## src/rtl/stack_inst_fetch.sv

```systemverilog
// Instruction-fetch controller in front of stack_cpu: owns the instruction RAM port,
// fetches the word at the CPU's next PC and lets a loader fill the RAM while halted.
module stack_inst_fetch #(
  parameter int CPU_BIT_WIDTH = 32,
  parameter int RESET_PC      = 0,
  parameter int RAM_LATENCY   = 1
) (
  input  logic                     clk,
  input  logic                     rst_n,
  input  logic                     run,
  input  logic                     inst_complete,
  input  logic [CPU_BIT_WIDTH-1:0] pc_next,
  output logic [CPU_BIT_WIDTH-1:0] inst,
  output logic                     inst_ready,
  output logic [CPU_BIT_WIDTH-1:0] pc_fetch,
  output logic [CPU_BIT_WIDTH-1:0] fetch_count,
  input  logic                     load_valid,
  input  logic [CPU_BIT_WIDTH-1:0] load_addr,
  input  logic [CPU_BIT_WIDTH-1:0] load_data,
  output logic                     load_ready,
  output logic [3:0]               ram_we,
  output logic [CPU_BIT_WIDTH-1:0] ram_addr,
  output logic [CPU_BIT_WIDTH-1:0] ram_data_in,
  input  logic [CPU_BIT_WIDTH-1:0] ram_data_out
);

  typedef enum logic [1:0] {IDLE, WAIT, PRESENT, EXEC} state_t;

  typedef struct packed {
    logic                     valid;
    logic [CPU_BIT_WIDTH-1:0] addr;
    logic [CPU_BIT_WIDTH-1:0] data;
  } load_req_t;

  state_t                   state;
  logic [2:0]               cnt;
  logic [CPU_BIT_WIDTH-1:0] pc;
  load_req_t                ld;

  assign ld = '{valid: load_valid, addr: load_addr, data: load_data};

  always_ff @(posedge clk) begin
    if (!rst_n) begin
      state       <= IDLE;
      cnt         <= '0;
      pc          <= CPU_BIT_WIDTH'(RESET_PC);
      inst        <= '0;
      inst_ready  <= 1'b0;
      pc_fetch    <= '0;
      fetch_count <= '0;
      load_ready  <= 1'b0;
      ram_we      <= '0;
      ram_addr    <= '0;
      ram_data_in <= '0;
    end else begin
      inst_ready <= 1'b0;
      load_ready <= 1'b0;
      ram_we     <= '0;
      case (state)
        IDLE: begin
          if (run) begin
            ram_addr <= pc;
            cnt      <= 3'(RAM_LATENCY);
            state    <= WAIT;
          end else if (ld.valid && !load_ready) begin
            // load_ready gating spaces a held request to one write per two cycles
            ram_we      <= 4'b1111;
            ram_addr    <= ld.addr;
            ram_data_in <= ld.data;
            load_ready  <= 1'b1;
          end
        end
        WAIT: begin
          if (cnt != 3'd0) begin
            cnt <= cnt - 3'd1;
          end else begin
            inst        <= ram_data_out;
            pc_fetch    <= pc;
            inst_ready  <= 1'b1;
            fetch_count <= fetch_count + CPU_BIT_WIDTH'(1);
            state       <= PRESENT;
          end
        end
        PRESENT, EXEC: begin
          // completion during the presentation cycle behaves exactly as in EXEC
          if (inst_complete) begin
            pc <= pc_next;
            if (run) begin
              ram_addr <= pc_next;
              cnt      <= 3'(RAM_LATENCY);
              state    <= WAIT;
            end else begin
              state <= IDLE;
            end
          end else begin
            state <= EXEC;
          end
        end
        default: state <= IDLE;
      endcase
    end
  end

endmodule

```

## config.mk

```make
export PLATFORM = sky130hd
export DESIGN_NAME = stack_inst_fetch
export DESIGN_NICKNAME = d
export VERILOG_FILES = /design/src/rtl/stack_inst_fetch.sv
export SDC_FILE = /design/constraint.sdc
export NUM_CORES = 1
export LEC_CHECK = 0
export ABC_AREA = 1
export ABC_CLOCK_PERIOD_IN_PS = 1400
export CAP_MARGIN = 20
export CORE_MARGIN = 1
export CORE_UTILIZATION = 40
export DETAILED_ROUTE_END_ITERATION = 10
export GPL_ROUTABILITY_DRIVEN = 1
export GPL_TIMING_DRIVEN = 0
export PLACE_DENSITY = 0.86
export SYNTH_ARGS = -nofsm -noshare
export SYNTH_HDL_FRONTEND = slang
export SYNTH_SLANG_ARGS = --single-unit
```

## constraint.sdc

```tcl
create_clock -name clk -period 1.4 [get_ports clk]
set_input_delay 0.28 -clock clk [delete_from_list [all_inputs] [get_ports clk]]
set_output_delay 0.28 -clock clk [all_outputs]
set_load 0.01 [all_outputs]
```

Yosys cells after proc, flatten, opt, wreduce, memory -nomap -nowiden
Cells that the tools add are included.
{"block": "totals", "register_bits": 203, "latch_bits": 0, "mem_bits_rw": 0, "mem_bits_ro": 0, "in_bits": 133, "out_inout_bits": 166, "word_cells": 57, "mem_count": 0}
{"block": "classes", "addsub": 2, "multipliers": 0, "div": 0, "n_lt_le_gt_ge": 0, "eq_ne": 9, "n_shift": 0, "mux": 17, "bitwise": 4, "reduce_logical": 14}
{"operator": "32-bit two-way mux", "n": 4}
{"operator": "32-bit one-hot mux with 2 select lines", "n": 1}
{"operator": "32-bit by 1-bit adder with 32-bit output, second input constant", "n": 1}
{"operator": "2-bit != test, second input constant", "n": 5}
{"operator": "2-bit AND reduction", "n": 5}
{"operator": "3-bit two-way mux", "n": 3}
{"operator": "3-bit one-hot mux with 3 select lines", "n": 1}
{"operator": "2-bit two-way mux", "n": 3}
{"operator": "2-bit one-hot mux with 3 select lines", "n": 1}
{"operator": "2-bit == test, second input constant", "n": 2}
{"operator": "4-bit two-way mux", "n": 1}
{"operator": "1-bit inverter", "n": 4}
{"operator": "4-bit AND reduction", "n": 1}
{"operator": "1-bit two-way mux", "n": 3}
{"operator": "3-bit != test, second input constant", "n": 1}
{"operator": "3-bit AND reduction", "n": 1}
{"operator": "3-bit nonzero test", "n": 1}
{"operator": "3-bit OR reduction", "n": 1}
{"operator": "3-bit by 1-bit subtractor with 3-bit output, second input constant", "n": 1}
{"operator": "2-bit by 1-bit == test with 1-bit output, second input constant", "n": 1}
{"operator": "2-bit zero test", "n": 1}
{"operator": "2-bit nonzero test", "n": 1}
{"operator": "2-bit OR reduction", "n": 1}
{"operator": "1-bit logical AND", "n": 1}
{"operator": "1-bit zero test", "n": 1}

Logic depth before layout (Yosys ltp)
Gate-level depths: netlist of run 1.
{"block": "logic_depth", "ltp_word": 5, "ltp_mapped": 11, "mapped_depth_nobuf": 10}

Worst setup path before layout of run 1
Ideal clock, no wire load.
{"block": "synth_timing", "path_type": "register to register", "from": "register cnt[0]", "to": "register inst[10]", "setup_ns": 0.059, "arrival_ns": 1.390, "required_ns": 1.341, "slack_ns": -0.049, "path_stages_with_launch": 10, "n_path_buf": 2, "synth_period_minus_slack_ns": 1.449, "path_cell_list": "dfxtp_1 > inv_1 > ha_1 > nand2_1 > inv_1 > nand2_2 > buf_4 > buf_2 > nand3_1 > nand2_1"}
{"block": "synth_between", "elab_chain_cells": 3}
{"item": "from (decl)", "line_no": "36", "source": "logic [2:0] cnt;"}
{"item": "from (signal assigned)", "line_no": "63", "source": "cnt <= 3'(RAM_LATENCY);"}
{"item": "from (signal assigned)", "line_no": "75", "source": "cnt <= cnt - 3'd1;"}
{"item": "from (signal assigned)", "line_no": "90", "source": "cnt <= 3'(RAM_LATENCY);"}
{"item": "3-bit nonzero test", "line_no": "74", "source": "if (cnt != 3'd0) begin"}
{"item": "1-bit inverter (no source line)"}
{"item": "2-bit AND reduction (no source line)"}
{"item": "to (signal assigned)", "line_no": "77", "source": "inst <= ram_data_out;"}
{"item": "to (decl)", "line_no": "13", "source": "output logic [CPU_BIT_WIDTH-1:0] inst,"}
No other way between the ends.
A chain may end at the register's enable or synchronous reset.

Worst setup path in the final report of run 1
{"block": "layout_timing", "from": "register state[1]", "to": "register fetch_count[18]"}
{"block": "layout_between", "elab_chain_cells": 2}
{"item": "from (decl)", "line_no": "35", "source": "state_t state;"}
{"item": "from (signal assigned)", "line_no": "44", "source": "state <= IDLE;"}
{"item": "from (signal assigned)", "line_no": "64", "source": "state <= WAIT;"}
{"item": "from (signal assigned)", "line_no": "81", "source": "state <= PRESENT;"}
{"item": "2-bit by 1-bit == test with 1-bit output", "line_no": "59", "source": "case (state)"}
{"item": "2-bit AND reduction (no source line)"}
{"item": "to (signal assigned)", "line_no": "80", "source": "fetch_count <= fetch_count + CPU_BIT_WIDTH'(1);"}
{"item": "to (decl)", "line_no": "16", "source": "output logic [CPU_BIT_WIDTH-1:0] fetch_count,"}
No other way between the ends.

==> results of run 1 <==
==> area by class of cell <==
cell class	count	share of cell area [%]
antenna	1	0.0183
clock buffer	18	3.14
sequential	199	29.4
timing repair buffer	355	25.7
tap	265	2.43
inverter	76	2.32
clock inverter	12	0.888
buffer	70	4.17
multi-input combinational	750	31.9
==> cells in the final DEF (no fill, tap or decap), drive strengths merged <==
| cell type | instances |
|---|---|
| dlygate4sd2 | 127 |
| nor2 | 203 |
| nand4 | 7 |
| nand2 | 186 |
| a311oi | 1 |
| o211ai | 32 |
| o21ai | 152 |
| nand3 | 74 |
| nor3 | 1 |
| dfxtp | 199 |
| nor3b | 1 |
| xor2 | 3 |
| clkdlybuf4s15 | 22 |
| bufinv | 1 |
| and3 | 32 |
| clkinvlp | 5 |
| ha | 3 |
| dlymetal6s2s | 1 |
| diode | 1 |
| inv | 80 |
| a211oi | 3 |
| clkdlybuf4s50 | 130 |
| clkbuf | 70 |
| buf | 93 |
| clkinv | 2 |
| a21oi | 51 |
| nand3b | 1 |
==> repair_timing <==
item / in CTS / in global routing
resized for setup: 449 / 217
pin swaps: 39 / 37
gates cloned: 11 / 5
buffers inserted: 34 / 12
hold buffers: 0 / 0
endpoints found under the setup margin: 349 / 222
==> how the worst min path moves through the flow <==
stage / cells past startpoint / start / endpoint / slack [ns]
after floorplan: 2 / ram_data_out[0] / inst[0] / 0.38
after global placement: 2 / inst[10] / inst[10] / 0.46
after detailed placement: 2 / inst[8] / inst[8] / 0.46
after CTS: 3 / ram_data_out[15] / inst[15] / 0.38
after global routing: 3 / ram_data_out[12] / inst[12] / 0.38
final: 3 / ram_data_out[13] / inst[13] / 0.40
==> flip-flops by register name, summed over array words and instances, names as in the netlist <==
register,cells
fetch_count,32
cnt,3
ram_we,1
pc_fetch,32
state,2
inst_ready,1
inst,32
pc,32
ram_data_in,32
ram_addr,32
==> per-stage QoR <==
step                      instances  worst slack (ns)  power, mW  hold WS [ns]  instance area, um2
after floorplan                1096           0.00525       8.00         0.383                8180
after global placement         1658            -0.627       9.57         0.457               11500
after detailed placement       1658            -0.636       9.64         0.459               11500
after CTS                      1732            -0.153       14.9         0.382               13000
after global routing           1746            -0.249       15.9         0.378               13700
final                          1746            -0.156       15.3         0.399               13700
==> per-layer routing <==
| layer | share of wire, % | vias to the layer above | track usage, % |
|---|---|---|---|
| li1 | - | 4367 | - |
| met5 | 0 | - | 0 |
| met2 | 49 | 427 | 46.5 |
| met3 | 7.1 | 86 | 6.04 |
| met4 | 4.0 | 0 | 12.4 |
| met1 | 40 | 4223 | 31.7 |
==> critical path, stage by stage (launching register included) <==
cell     delay, ns
dfxtp_2       0.32
buf_8         0.13
inv_8         0.06
nand2_8       0.07
nor2_8        0.13
buf_12        0.14
nand3_4       0.08
nor2_4        0.27
nand3_2       0.12
nand2_2       0.08
nor2_2        0.04
==> cells by family (layout without fill, tap and decap cells) <==
kind of cell,after synthesis,count (layout),synth area share (%)
buffers and inverters,148,531,7.81
xor gates and xnor gates,3,3,0.322
other,0,1,0
AOI/OAI and AO/OA,239,239,15.8
adders and majority gates,3,3,0.459
and+or+nand+nor,504,505,26.9
DFF,199,199,48.8
==> power by group through the flow <==
stage	registers, mW	clock network [mW]	logic [mW]
floorplan	6.65	0	1.35
global placement	6.48	0	3.09
detailed placement	6.49	0	3.15
CTS	6.36	4.79	3.72
global route	6.44	5.05	4.44
finish	6.39	4.70	4.18
==> impl_results.md, run 1 <==
* Status: complete, but fails checks
* Failing checks: negative setup slack
* Slew margin rel. at about half
* Vias per cell at 5.21
* Switching Fraction at 29.9%
* Final hold viol count at 0
* Total global-route track usage at a little over a quarter
* Endpoints failing setup at around 120
* Clock power share at 30.8%
* Syn avg cell area at 7.45 um2
* Site Rows at just over 50
* Top cell type by total area after synthesis: dfxtp_1
* Reg2reg end: fetch_count[18]
* Number of buffers created by CTS at 17
* R2R Path Start: state[1]
* First-pass GRT wire length at 45.3 mm
* Max Buffers Root-to-Sink at 2
* Top Ports at around 300
* Crit path max fanout at 8
* Worst R2R Path Depth at 10
* Grt ovf at 0
* Final Max Slew Viols at 0
* Fraction of layout cells with a size suffix above 1 at 23.6%
* Ys Warns at 0
* Die W at between 100 and 150 um
* Leakage power at 5.88 nW
* Pin count of the biggest net entering global routing at 18
* Power Dens Cells at 1120 nW/um2
* WL per Instance at 17.2 um
* Cell variety after synth at 32
* Final WS setup at -0.156 ns
* Routed Antenna Nets at 0
* Drt drc at 0
* Max-cap violation count at 0
* Seq cells post-synth at 199
* Max Clk Rate at 0.643 GHz
* Initial Util at 41.4%
* Fin crit period at 1.56 ns
* DR iter-0 viols at 452
* Crit path launch: state[1]
* Yosys top cell area share at 48.8%
* Worst setup path endpoint: fetch_count[18]
* RSZ-0062 raised after global routing: yes
* DR pass1 iterations at 5
* WP data required at 1.71 ns
* Reg area at 4020 um2
* Seq pwr share at a little over two fifths
* Final TNS setup at -8.16 ns
* Initial antenna violation count at 1
* CP Capture Type: flop
* Synth Instances at 1096
* Setup Skew at roughly 0.0094 ns
* Ys async rst share at 0%
* Via Count at 9103
* CTS root buf: clkbuf_16
* Seq/Total Area, Yosys at 48.8%
* Startpoint types: flop
* Tcrit/Tclk final at 111%
* Hold Path Class: input port to flop
* Area growth syn-to-layout at 67.3%
* Fillers at 1528
* Core Region at 19700 um2
* Internal at 10.7 mW
* Multi-input logic area at 4360 um2
* Logic gate share of total power at 27.4%
* Sink Count at 199
* Post-synth EDFFs at 0
* Die boundary height at about 140 um
* CTS clock-pin slew for the worst setup and hold paths at 0.07 ns
* Vias in the first global route at 8689
* Count leader, synth: dfxtp_1
* Max VDD drop at around 0.00087 V
* Port Buffers at just under 300
* Reg2Reg Setup Slack at -0.16 ns
* Most used flip-flop cell after synthesis: dfxtp_1
* Syn nets at 1232
* Synthesized area at slightly above 8000 um2
* H-tree levels at 4
* Most frequent cells after synthesis: 199 x dfxtp_1, 193 x nor2_1, 181 x nand2_1
* Worst Setup Path Type: flop to flop
* P_sw at 4.56 mW
* Gpl congestion at 0.914
* Cells taking the most area after synthesis: dfxtp_1 49%, nor2_1 8.9%, nand2_1 8.3%, o21ai_0 7.7%, nand3_1 4.5%
* Fin nets at 1605
* Skew-Pair Late Insertion Delay at 0.42 ns
* Post-Route WL at around 30 mm
* Arrival time at the worst endpoint at roughly 1.9 ns
* Tightest Pin Transition at 0.735 ns
* Post-Route Utilization at 69.3%
* Die ar. at between 20000 and 25000 um2
* Dpl hpwl at 19.8 mm
* CTS tree: yes
No activity file was read; power rests on OpenSTA's default activity.
==> run 2, diff against run 1 <==
--- a/config.mk
+++ b/config.mk
@@ -11,7 +11,7 @@
 export CORE_MARGIN = 1
 export CORE_UTILIZATION = 40
 export DETAILED_ROUTE_END_ITERATION = 10
-export GPL_ROUTABILITY_DRIVEN = 1
+export GPL_ROUTABILITY_DRIVEN = 0
 export GPL_TIMING_DRIVEN = 0
 export PLACE_DENSITY = 0.86
 export SYNTH_ARGS = -nofsm -noshare
==> impl_results.md, run 2 (synthesized netlist as in run 1, its figures left out) <==
* WP data required at between 1.5 and 2 ns
* CTS root buf: clkbuf_16
* Hold-fix buffers at CTS at 0
* Tcrit/Tclk final at 114%
* CTS tree: yes
* H-tree levels at 4
* Critical path cell sequence: inv_2 -> ha_4 -> nand2_8 -> nor2_8 -> buf_12 -> buf_6 -> nand3_4 -> nor2_4 -> nand3_2 -> nand2_1 -> nor2_1
* CP max-delay cell: dfxtp_2
* Reg2reg end: fetch_count[25]
* Setup Skew at between 0.01 and 0.015 ns
* Final WS setup at -0.196 ns
* Final Max Slew Viols at 0
* Initial antenna violation count at 0
* Max Buffers Root-to-Sink at 2
* Final hold viol count at 0
* Worst R2R Path Depth at 11
* Failing checks: negative setup slack
* Fillers at 1587
* DR pass1 iterations at 5
* Crit path launch: cnt[1]
* Fin nets at approximately 1600
* Number of buffers created by CTS at 17
* DR iter-0 viols at between 500 and 600
* First-pass GRT wire length at 42.8 mm
* Total global-route track usage at approximately a quarter
* Skew-Pair Late Insertion Delay at 0.43 ns
* Arrival time at the worst endpoint at between 1.5 and 2 ns
* Crit path max fanout at 5
* Vias per cell at 5.14
* Die boundary height at between 100 and 150 um
* Drt drc at 0
* Worst slack, placed at -0.616 ns
* Initial Util at 41.4%
* Sink Count at 199
* WL per Instance at approximately 16 um
* Max-cap violation count at 0
* Die ar. at 21000 um2
* Via Count at 8900
* Port Buffers at approximately 300
* Post-route insts no fill at 1730
* RSZ-0062 raised after global routing: yes
* Site Rows at 51
* Hold Path Class: input port to flop
* Pin count of the biggest net entering global routing at 19
* Area growth syn-to-layout at 61.6%
* Core Region at 19700 um2
* Status: complete, but fails checks
* R2R Path Start: cnt[1]
* Reg2Reg Setup Slack at -0.20 ns
* ANT cells at 0
* Routed Antenna Nets at 0
* Worst Setup Path Type: flop to flop
* Startpoint types: flop
* CTS clock-pin slew for the worst setup and hold paths at ~0.080 ns
* Fraction of layout cells with a size suffix above 1 at 20.6%
* CP Capture Type: flop
* Max VDD drop at around 0.00077 V
* Top Ports at approximately 300
* Post-Route WL at approximately 29 mm
* Grt ovf at 0
* Power Dens Cells at between 1000 and 1500 nW/um2
* Die W at between 100 and 150 um
* Worst path max stage delay at roughly 0.32 ns
* Slew margin rel. at 61.9%
* Fin crit period at ~1.6 ns
* Placed instance count at 1658
* Final TNS setup at -8.12 ns
* Worst setup path endpoint: fetch_count[25]
* Most common cell after layout, fill and taps aside: dfxtp_1
* Max Clk Rate at 0.627 GHz
* Vias in the first global route at 8355
* Leakage power at 5.82 nW
* Dpl hpwl at between 15 and 20 mm
* Tightest Pin Transition at 0.572 ns
* Endpoints failing setup at 113
* Most frequent cells in the layout: 169 x dfxtp_1, 166 x nor2_1, 147 x nand2_1
run 2: what timing repair did:
item | CTS | global route
endpoints found under the setup margin | 357 | 214
pin swaps | 26 | 36
gates resized for setup | 351 | 231
setup buffers | 24 | 10
gates cloned | 5 | 4
run 2: how the worst min path moves through the flow:
stage                     start        to  depth (start not counted)
2_1_floorplan   ram_data_out[0]   inst[0]                          2
3_3_place_gp           inst[10]  inst[10]                          2
3_5_place_dp           inst[10]  inst[10]                          2
4_1_cts         ram_data_out[8]   inst[8]                          3
5_1_grt        ram_data_out[15]  inst[15]                          3
6_report       ram_data_out[15]  inst[15]                          3
run 2: area by class of cell:
class / instances / area, um2 / area share, %
clock buffer: 19 / 453 / 3.43
sequential: 199 / 4030 / 30.5
buffer: 69 / 510 / 3.87
multi-input combinational: 750 / 4150 / 31.4
timing repair buffer: 339 / 3260 / 24.7
inverter: 76 / 315 / 2.39
clock inverter: 13 / 156 / 1.18
tap: 265 / 332 / 2.51
run 2: metrics by stage:
stage	utilization (%)	instance area [um2]	total power, mW	hold WS, ns
3_3_place_gp	58.3	11500	9.57	0.457
4_1_cts	63.6	12500	14.9	0.372
3_5_place_dp	58.3	11500	9.63	0.463
6_report	67.0	13200	15.4	0.397
2_1_floorplan	-	8180	8.00	0.383
5_1_grt	67.0	13200	16.0	0.392
run 2: routing by layer:
metal / global-route usage, % / routed length [um] / up-vias
met4: 9.95 / 794 / 0
met5: 0 / 0 / -
met1: 29.7 / 11700 / 4113
met3: 5.72 / 1940 / 60
met2: 44.7 / 14100 / 411
li1: - / - / 4316
run 2: power by group:
group,switching [mW],internal [mW]
registers,0.238,6.13
logic,1.95,1.90
clock network,2.35,2.80
total,4.54,10.8
run 2: worst max-delay path, delay by kind of cell, from the launching register on:
kind	cells	cell delay, ns
adders and majority gates	1	0.16
buffers and inverters	3	0.29
DFF	1	0.32
and+or+nand+nor	7	0.71
==> run 3, diff against run 2 <==
--- a/config.mk
+++ b/config.mk
@@ -7,7 +7,7 @@
 export LEC_CHECK = 0
 export ABC_AREA = 1
 export ABC_CLOCK_PERIOD_IN_PS = 1400
-export CAP_MARGIN = 20
+export CAP_MARGIN = 15
 export CORE_MARGIN = 1
 export CORE_UTILIZATION = 40
 export DETAILED_ROUTE_END_ITERATION = 10
==> results of run 3 <==
Same layout as run 2: the final DEF is identical, and so are final timing and power.
